--- config.mk ---
export PLATFORM = sky130hd
export DESIGN_NAME = fifo_wr_arbiter
export DESIGN_NICKNAME = d
export VERILOG_FILES = /design/src/rtl/fifo_wr_arbiter.sv
export SDC_FILE = /design/constraint.sdc
export NUM_CORES = 1
export LEC_CHECK = 0
export ABC_AREA = 0
export CAP_MARGIN = 20
export CORE_UTILIZATION = 37
export DETAILED_ROUTE_END_ITERATION = 16
export GPL_TIMING_DRIVEN = 0
export PLACE_DENSITY = 0.8
export SETUP_SLACK_MARGIN = 0.2
export SLEW_MARGIN = 40
export SYNTH_ARGS = -nofsm -noshare
export SYNTH_HDL_FRONTEND = slang
export SYNTH_SLANG_ARGS = --single-unit
--- constraint.sdc ---
create_clock -name clk_i -period 1.4 [get_ports clk_i]
set_input_delay 0.14 -clock clk_i [delete_from_list [all_inputs] [get_ports clk_i]]
set_output_delay 0.14 -clock clk_i [all_outputs]
set_load 0.05 [all_outputs]
--- src/rtl/fifo_wr_arbiter.sv ---
// Round-robin arbiter sharing one FIFO memory write port among NUM_REQ producers.
// Each grant allows a burst of up to MAX_BURST words, followed by a one-cycle arbitration bubble.
module fifo_wr_arbiter #(
  parameter int NUM_REQ    = 4,
  parameter int DATA_WIDTH = 8,
  parameter int MAX_BURST  = 4,
  parameter int ID_WIDTH   = 2
) (
  input  logic                          clk_i,
  input  logic                          rst_i,
  input  logic [NUM_REQ-1:0]            req_valid_i,
  input  logic [NUM_REQ*DATA_WIDTH-1:0] req_data_i,
  output logic [NUM_REQ-1:0]            req_ready_o,
  input  logic                          full_i,
  output logic                          mem_w_en_o,
  output logic [DATA_WIDTH-1:0]         mem_data_in_o,
  output logic [ID_WIDTH-1:0]           gnt_id_o,
  output logic                          busy_o
);

  typedef enum logic [0:0] {
    IDLE  = 1'b0,
    GRANT = 1'b1
  } state_t;

  state_t              state_q;
  logic [ID_WIDTH-1:0] gnt_id_q;
  logic [ID_WIDTH-1:0] last_id_q;
  logic [7:0]          burst_cnt_q;

  logic                grant_s;
  logic                gnt_valid_s;
  logic                wen_s;
  logic                pick_found_s;
  logic [ID_WIDTH-1:0] pick_id_s;
  logic [ID_WIDTH-1:0] cand_s;
  logic                hit_s;
  logic [NUM_REQ-1:0]  req_ready_s;

  // Reset overrides the grant combinationally so nothing is written while rst is high.
  assign grant_s     = (state_q == GRANT) && !rst_i;
  assign gnt_valid_s = req_valid_i[gnt_id_q];
  assign wen_s       = grant_s && gnt_valid_s && !full_i;

  // Round-robin search starting just after the last grantee, wrapping at NUM_REQ-1.
  always_comb begin
    pick_found_s = 1'b0;
    pick_id_s    = '0;
    cand_s       = last_id_q;
    hit_s        = 1'b0;
    for (int k = 0; k < NUM_REQ; k++) begin
      cand_s       = (cand_s == ID_WIDTH'(NUM_REQ - 1)) ? '0 : cand_s + ID_WIDTH'(1);
      hit_s        = !pick_found_s && req_valid_i[cand_s];
      pick_id_s    = hit_s ? cand_s : pick_id_s;
      pick_found_s = pick_found_s | hit_s;
    end
  end

  // Only the grantee sees ready, and only while the FIFO has room.
  always_comb begin
    req_ready_s = '0;
    if (grant_s) begin
      req_ready_s[gnt_id_q] = !full_i;
    end else begin
      req_ready_s = '0;
    end
  end

  assign req_ready_o   = req_ready_s;
  assign mem_w_en_o    = wen_s;
  assign mem_data_in_o = grant_s ? req_data_i[gnt_id_q*DATA_WIDTH +: DATA_WIDTH] : '0;
  assign gnt_id_o      = gnt_id_q;
  assign busy_o        = grant_s;

  // Grant state machine: arbitrate in IDLE, count burst words in GRANT.
  always_ff @(posedge clk_i) begin
    if (rst_i) begin
      state_q     <= IDLE;
      gnt_id_q    <= '0;
      last_id_q   <= ID_WIDTH'(NUM_REQ - 1);
      burst_cnt_q <= 8'd0;
    end else begin
      case (state_q)
        IDLE: begin
          if (pick_found_s) begin
            gnt_id_q    <= pick_id_s;
            burst_cnt_q <= 8'd0;
            state_q     <= GRANT;
          end else begin
            state_q <= IDLE;
          end
        end
        GRANT: begin
          if (!gnt_valid_s) begin
            last_id_q <= gnt_id_q;
            state_q   <= IDLE;
          end else if (wen_s) begin
            burst_cnt_q <= burst_cnt_q + 8'd1;
            if (burst_cnt_q == 8'(MAX_BURST - 1)) begin
              last_id_q <= gnt_id_q;
              state_q   <= IDLE;
            end else begin
              state_q <= GRANT;
            end
          end else begin
            state_q <= GRANT;
          end
        end
        default: begin
          state_q <= IDLE;
        end
      endcase
    end
  end

endmodule

== After elaboration in Yosys (flattened, before gate mapping) ==
Cells that the tools add are included.

* Flip-flop bits (word level): 13
* Logic and storage cells: 80

* $add $sub $neg: 5
* $lt $le $gt $ge: 6
* Eq/ne operators: 10
* Shifts and indexed selects: 1
* Muxes and demuxes: 34
* Bitwise operators: 5
* Reductions and logical operators: 15

{| class="wikitable"
|+ Operator list
! kind !! count
|-
| $mux 8 || 4
|-
| $shiftx 32x6->8 || 1
|-
| $mux 2 || 11
|-
| $pmux 8 s2 || 1
|-
| $lt 2x3->1 const B || 5
|-
| $bmux 1 s2 || 5
|-
| $mux 1 || 10
|-
| $add 2x1->2 const B || 4
|-
| $add 8x1->8 const B || 1
|-
| $eq 2x2->1 const B || 4
|-
| $eq 8x2->1 const B || 1
|-
| $logic_and 1x1->1 || 7
|-
| $ne 2x2->1 const B || 3
|-
| $reduce_and 3->1 || 2
|-
| $logic_not 1->1 || 5
|-
| $and 4x4->4 || 1
|-
| $mux 4 || 1
|-
| $ne 2x1->1 const B || 2
|-
| $or 1x1->1 || 3
|-
| $demux 1 s2 || 1
|-
| $ge 2x1->1 const B || 1
|-
| $pmux 1 s2 || 1
|-
| $reduce_and 2->1 || 1
|-
| $not 1->1 || 1
|}

== Logic depth before layout (Yosys ltp) ==
Gate-level depths: netlist of the first run.

* Depth after elaboration: 16
* Mapped depth: 5
* Gate-level depth less buffers: 4

== Worst setup path after synthesis of the first run ==
Ideal clock, no wire load.

* Kind: reg-to-output
* Start: reg gnt_id_q[1], in the netlist gnt_id_o[1]
* End: out req_ready_o[2]
* Arrival time: 2.713 ns
* Data required time: 1.260 ns
* Slack: -1.453 ns
* Cell stages (with the launch flop): 4
* Path through: dfxtp_1 -> buf_1 -> inv_1 -> nor4_1

* Cells in the longest elaborated chain, start to end: 6

{| class="wikitable"
|+ Ends and longest elaborated chain
! what !! line !! text
|-
| start: declaration || 27 || <nowiki>logic [ID_WIDTH-1:0] gnt_id_q;</nowiki>
|-
| start signal: assignment || 86 || <nowiki>gnt_id_q <= pick_id_s;</nowiki>
|-
| $lt 2x3->1 (implied by the code) / $ge 2x1->1 (equally long branches) || 63 || <nowiki>req_ready_s[gnt_id_q] = !full_i;</nowiki>
|-
| $logic_and 1x1->1 (implied by the code) || 63 ||
|-
| $mux 1 (implied by the code) || 63 ||
|-
| $demux 1 s2 * || 63 ||
|-
| $and 4x4->4 (no source line) * || - ||
|-
| $mux 4 * || 62 || <nowiki>if (grant_s) begin</nowiki>
|-
| end: declaration || 13 || <nowiki>output logic [NUM_REQ-1:0] req_ready_o,</nowiki>
|}

Every way passes the cells marked *; elsewhere a longest branch is shown, timed or not.

== Worst setup path after layout of the first run ==
* Start: reg gnt_id_q[0], in the netlist gnt_id_o[0]
* End: out mem_data_in_o[1]

* Cells in the longest elaborated chain, start to end: 2

{| class="wikitable"
|+ Ends and longest elaborated chain
! what !! line !! text
|-
| $shiftx 32x6->8 || 71 || <nowiki>assign mem_data_in_o = grant_s ? req_data_i[gnt_id_q*DATA_WIDTH +: DATA_WIDTH] : '0;</nowiki>
|-
| $mux 8 || 71 ||
|-
| end: declaration || 16 || <nowiki>output logic [DATA_WIDTH-1:0] mem_data_in_o,</nowiki>
|}

Every way passes these cells.

==> results of run 1 <==
## power by group
| group | internal [mW] | total, mW | switching (mW) |
|---|---|---|---|
| clock network | 0.111 | 0.245 | 0.134 |
| logic | 0.507 | 0.948 | 0.441 |
| registers | 0.394 | 0.427 | 0.0326 |
| total | 1.01 | 1.62 | 0.607 |
## path summary, 6_finish.rpt
check                                                  from                          end  cells past startpoint
worst max-delay path               gnt_id_o[0]$_SDFFE_PP0P_             mem_data_in_o[1]                      5
worst min-delay path                         req_valid_i[0]     gnt_id_o[1]$_SDFFE_PP0P_                      4
worst max register to register     gnt_id_o[0]$_SDFFE_PP0P_  burst_cnt_q[3]$_SDFFE_PP0P_                      5
worst min register to register  burst_cnt_q[4]$_SDFFE_PP0P_  burst_cnt_q[4]$_SDFFE_PP0P_                      1
## synthesized netlist by cell type (3+ instances only)
| cell | count | share of area |
|---|---|---|
| and3_1 | 10 | 0.054 |
| mux2i_1 | 6 | 0.052 |
| o211ai_1 | 8 | 0.052 |
| a211o_1 | 3 | 0.023 |
| or3_1 | 3 | 0.016 |
| nand4_1 | 5 | 0.027 |
| mux4_1 | 4 | 0.091 |
| inv_1 | 5 | 0.016 |
| dfxtp_1 | 13 | 0.23 |
| nand2_1 | 6 | 0.020 |
| clkbuf_1 | 6 | 0.020 |
| nor2_1 | 5 | 0.016 |
| nand3_1 | 3 | 0.013 |
| mux4_2 | 5 | 0.098 |
## area by class of cell
type,count,share of cell area
multi-input combinational,92,0.4471
timing repair buffer,74,0.3296
sequential,13,0.1231
buffer,10,0.05791
tap,31,0.01726
inverter,6,0.01336
clock buffer,4,0.01169
## cells by family after synthesis
kind of cell,count (synthesis),synth area share
and+or+nand+nor,47,0.2454
AOI/OAI and AO/OA,28,0.1998
buffers and inverters,16,0.06622
muxes,15,0.2410
DFF,13,0.2258
adders and majority gates,2,0.02171
## critical path: cells and delay by family (launching register included)
family	cells	cell delay [ns]
buf+inv	3	0.39
mux	1	0.51
simple gates	1	0.20
flops	1	0.36
## routing by layer
metal / vias up / track usage / routed length [um]
li1: 651 / - / -
met4: 0 / 0.07483 / 162
met3: 22 / 0.04688 / 275
met2: 69 / 0.5140 / 2597
met5: - / 0 / 0
met1: 738 / 0.3361 / 1823
## flip-flops by register name, indices dropped and copies added, names as in the netlist
register and cells:
burst_cnt_q 8, gnt_id_o 2, last_id_q 2, state_q 1
## what timing repair did
item | 4_1_cts | 5_1_grt
resized for setup | 148 | 11
setup endpoints to repair | 29 | 29
gates cloned | 1 | 0
hold endpoints to repair | 0 | 0
buffers inserted | 14 | 5
pin swaps | 10 | 5
==> impl_metrics.env, run 1 <==
export IMPL_antenna_found_initial=0
export IMPL_netlist_area_sq_um=1152
export IMPL_num_antenna_cells=0
export IMPL_dp_slack_ns=-1.040
export IMPL_die_w_um=57.81
export IMPL_power_density_nw_per_um2=720.6
export IMPL_rows=19
export IMPL_period_minus_slack_ns=1.881
export IMPL_layout_setup_ws_ns=-0.4806
export IMPL_setup_viol=25
export IMPL_hold_class="input pin to flop"
export IMPL_port_buffers=54
export IMPL_clockBufferDepth=2
export IMPL_skew_ns=0.01011
export IMPL_syn_avg_cell_area_sq_um=9.524
export IMPL_violations="DRC, setup timing"
export IMPL_ctsHoldBuffers=0
export IMPL_report_final_slew_viol_count=0
export IMPL_drt_first_pass_iters=10
export IMPL_final_net_count=241
export IMPL_initial_core_util=0.4039
export IMPL_grt_max_degree=11
export IMPL_finalNonFillerCells=230
export IMPL_vdd_drop_max_v=0.0007084
export IMPL_cp_max_fo=6
export IMPL_final_core_util=0.7877
export IMPL_ant_nets=0
export IMPL_cts_buffers=3
export IMPL_critPathLaunchType="flop"
export IMPL_p_leak_nw=0.8971
export IMPL_fmax_mhz=531.8
export IMPL_die_height_um=57.81
export IMPL_placed_cells=206
export IMPL_dieArea_sq_um=3341
export IMPL_clk_latency_ns=0.29
export IMPL_synth_seq_cells=13
export IMPL_n_fill_cell=178
export IMPL_cts_tree="yes"
export IMPL_syn_num_nets=162
export IMPL_final_area_sq_um=2247
export IMPL_path_clk_slew_ns=0.09
export IMPL_place_hpwl_mm=3.023
export IMPL_final_layout_size_suffix_gt1_frac=0.4824
export IMPL_grt_pass1_vias=1496
export IMPL_core_sq_um=2853
export IMPL_io_pins=55
export IMPL_rsz0062_at_grt="true"
export IMPL_grt_usage=0.2801
export IMPL_synth_distinct_cells=44
export IMPL_r2r_slack_ns=-0.33
export IMPL_fin_crit_sh=1.343
export IMPL_final_cell_mix="32 x clkdlybuf4s50_1, 16 x buf_4, 14 x buf_6"
export IMPL_cts_sinks=13
export IMPL_htreeDepth=1
export IMPL_end_kind="primary output"
export IMPL_regArea_sq_um=276.5
export IMPL_async_flop_share=0
export IMPL_globalplace_congestion=0.8202
export IMPL_vias=1480
export IMPL_crit_chain="buf_8 > buf_4 > mux4_2 > and3_4 > buf_6"
export IMPL_drc=1
export IMPL_timing_hold_ws_ns=0.4430
export IMPL_synth_edf_count=0
export IMPL_hold_violations=0
export IMPL_grt_pass1_wl_mm=7.134
export IMPL_slew_headroom=0.6407
export IMPL_routedWlPerCell_um=21.13
export IMPL_cap_violations=0
export IMPL_total_power_mw=1.619
export IMPL_yosys_warnings=0
export IMPL_placed_area_sq_um=1873
export IMPL_fin_setup_tns_ns=-8.272
export IMPL_layout_commonest_cell="clkdlybuf4s50_1"
export IMPL_finalWirelength_mm=4.859
export IMPL_drt_iter0_markers=52
export IMPL_critPathMaxStageDelay_ns=0.51
export IMPL_required_ns=1.26
export IMPL_setup_worst_path_class="flop to primary output"
export IMPL_cp_arrival_ns=1.74
export IMPL_multi_input_area_sq_um=1005
export IMPL_status="finished with violations"
export IMPL_yosysSeqAreaShare=0.2258
export IMPL_area_growth_syn_to_layout_pct=95.01
export IMPL_slowest_stage="mux4_2"
export IMPL_root_buffer="clkbuf_4"
export IMPL_netlist_instances=121
export IMPL_via_per_inst=6.435
export IMPL_grt_ovfl_total=0
export IMPL_synthFlopType="dfxtp_1"
export IMPL_tightest_slew_ns=0.5389
Note: power is estimated with default switching activity, not from simulation.
==> run 2: changes to the inputs <==
Settings changed: PLACE_DENSITY 0.8 to default, PLACE_DENSITY_LB_ADDON from default to 0.08.
==> run 2 against run 1 <==
Net effect:
- the run still ends with DRC, setup timing left
- cell area grew 1.2%
- sequential power decreased by 0.9%
- clock power is 4% higher
- cell count shrank 2.2%
- via count decreased by 2.3%
- count of clock-buffer cells in the layout stayed put
- highest routed layer unchanged
==> impl_metrics.env, run 2 (synthesis results as in run 1) <==
export IMPL_status="finished with violations"
export IMPL_violations="DRC, setup timing"
export IMPL_cp_max_fo=6
export IMPL_num_antenna_cells=0
export IMPL_fin_crit_sh=1.320
export IMPL_fmax_mhz=541.1
export IMPL_initial_core_util=0.4039
export IMPL_finalWirelength_mm=4.446
export IMPL_grt_ovfl_total=0
export IMPL_vias=1446
export IMPL_ff2ff_path_depth=5
export IMPL_period_minus_slack_ns=1.848
export IMPL_crit_end="mem_data_in_o[4]"
export IMPL_hold_violations=0
export IMPL_report_final_slew_viol_count=0
export IMPL_layout_setup_ws_ns=-0.4482
export IMPL_multi_input_area_sq_um=1046
export IMPL_n_fill_cell=174
export IMPL_dp_slack_ns=-1.072
export IMPL_via_per_inst=6.427
export IMPL_final_net_count=236
export IMPL_regArea_sq_um=277.8
export IMPL_grt_pass1_vias=1449
export IMPL_place_hpwl_mm=2.847
export IMPL_globalplace_congestion=0.8795
export IMPL_rsz0062_at_grt="true"
export IMPL_die_height_um=57.81
export IMPL_die_w_um=57.81
export IMPL_p_leak_nw=0.8882
export IMPL_cap_violations=0
export IMPL_vdd_drop_max_v=0.0006847
export IMPL_clk_latency_ns=0.29
export IMPL_power_density_nw_per_um2=710.8
export IMPL_ctsHoldBuffers=0
export IMPL_cts_sinks=13
export IMPL_antenna_found_initial=0
export IMPL_port_buffers=54
export IMPL_final_cell_mix="34 x clkdlybuf4s50_1, 14 x buf_6, 9 x buf_4"
export IMPL_routedWlPerCell_um=19.76
export IMPL_io_pins=55
export IMPL_ant_nets=0
export IMPL_required_ns=1.26
export IMPL_cts_buffers=3
export IMPL_root_buffer="clkbuf_4"
export IMPL_core_sq_um=2853
export IMPL_largest_reg_flops=8
export IMPL_timing_hold_ws_ns=0.5038
export IMPL_end_kind="primary output"
export IMPL_clockBufferDepth=2
export IMPL_drc=3
export IMPL_tightest_slew_ns=0.6726
export IMPL_cts_tree="yes"
export IMPL_grt_max_degree=11
export IMPL_fin_setup_tns_ns=-7.583
export IMPL_skew_ns=0.002752
export IMPL_crit_path_start="gnt_id_o[0]$_SDFFE_PP0P_"
export IMPL_hold_class="input pin to flop"
export IMPL_drt_first_pass_iters=10
export IMPL_drt_iter0_markers=79
export IMPL_final_layout_size_suffix_gt1_frac=0.4691
export IMPL_layout_commonest_cell="clkdlybuf4s50_1"
export IMPL_rows=19
export IMPL_critPathLaunchType="flop"
export IMPL_grt_pass1_wl_mm=7.107
export IMPL_grt_usage=0.2806
export IMPL_r2r_slack_ns=-0.31
export IMPL_setup_worst_path_class="flop to primary output"
export IMPL_setup_viol=25
export IMPL_timing_rr_end="burst_cnt_q[0]$_SDFFE_PP0P_"
export IMPL_area_growth_syn_to_layout_pct=97.29
export IMPL_max_flop_register="burst_cnt_q"
export IMPL_dieArea_sq_um=3341
export IMPL_htreeDepth=1
export IMPL_path_clk_slew_ns=0.09
export IMPL_r2r_start="gnt_id_o[0]$_SDFFE_PP0P_"
export IMPL_slew_headroom=0.5516
export IMPL_cp_arrival_ns=1.71
-- run 2: changes by cell type in the layout (fill, tap and decap cells not counted), moves of 2 or more --
cell / previous run / this run
buf_4: 16 / 9
mux4_1: 0 / 3
mux4_2: 9 / 6
buf_8: 5 / 7
clkdlybuf4s50_1: 32 / 34
dlygate4sd2_1: 6 / 4
-- run 2: area by class of cell --
type / count / share of cell area
plain buffers: 10 / 0.05724
multi-input cells: 92 / 0.4601
inverters: 6 / 0.01486
repair buffers: 69 / 0.3170
clock buffers: 4 / 0.01156
well taps: 31 / 0.01706
flip-flops and latches: 13 / 0.1222
-- run 2: per-layer routing --
metal	global-route usage	vias to the layer above	wire, um	share of wire
met5	0	-	0	0
met4	0.06463	0	87	0.020
met3	0.05357	10	259	0.058
met2	0.4992	70	2306	0.52
met1	0.3495	715	1792	0.40
li1	-	651	-	-
-- run 2: stage by stage --
stage	instances	utilization	total power, mW	cell area, sq um
after floorplan	121	-	0.8698	1294
after global placement	206	0.6566	1.097	1873
after detailed placement	206	0.6566	1.116	1873
after CTS	223	0.7789	1.564	2222
after global routing	225	0.7969	1.689	2273
final	225	0.7969	1.616	2273
-- run 2: timing repair --
item / 4_1_cts / 5_1_grt
setup endpoints to repair: 29 / 28
setup buffers: 12 / 2
pin swaps: 17 / 1
cloned: 1 / 0
resized for setup: 155 / 9
-- run 2: critical path: stages, from the launching register on --
cell	delay (ns)
dfxtp_4	0.36
buf_8	0.12
buf_12	0.12
mux4_2	0.48
and3_4	0.19
buf_6	0.14
-- run 2: how the worst min path moves through the flow --
stage / start / end / slack (ns) / cells after the start
floorplan: full_i / req_ready_o[0] / 0.34 / 1
global placement: burst_cnt_q[4]$_SDFFE_PP0P_ / burst_cnt_q[4]$_SDFFE_PP0P_ / 0.48 / 1
detailed placement: burst_cnt_q[2]$_SDFFE_PP0P_ / burst_cnt_q[2]$_SDFFE_PP0P_ / 0.49 / 1
CTS: req_valid_i[1] / gnt_id_o[0]$_SDFFE_PP0P_ / 0.49 / 3
global route: req_valid_i[1] / gnt_id_o[0]$_SDFFE_PP0P_ / 0.50 / 3
finish: req_valid_i[0] / gnt_id_o[1]$_SDFFE_PP0P_ / 0.50 / 4
-- run 2: report_power, final --
group	internal (mW)	switching [mW]
Combinational	0.503	0.434
Clock	0.111	0.145
Sequential	0.394	0.0285
Total	1.01	0.608
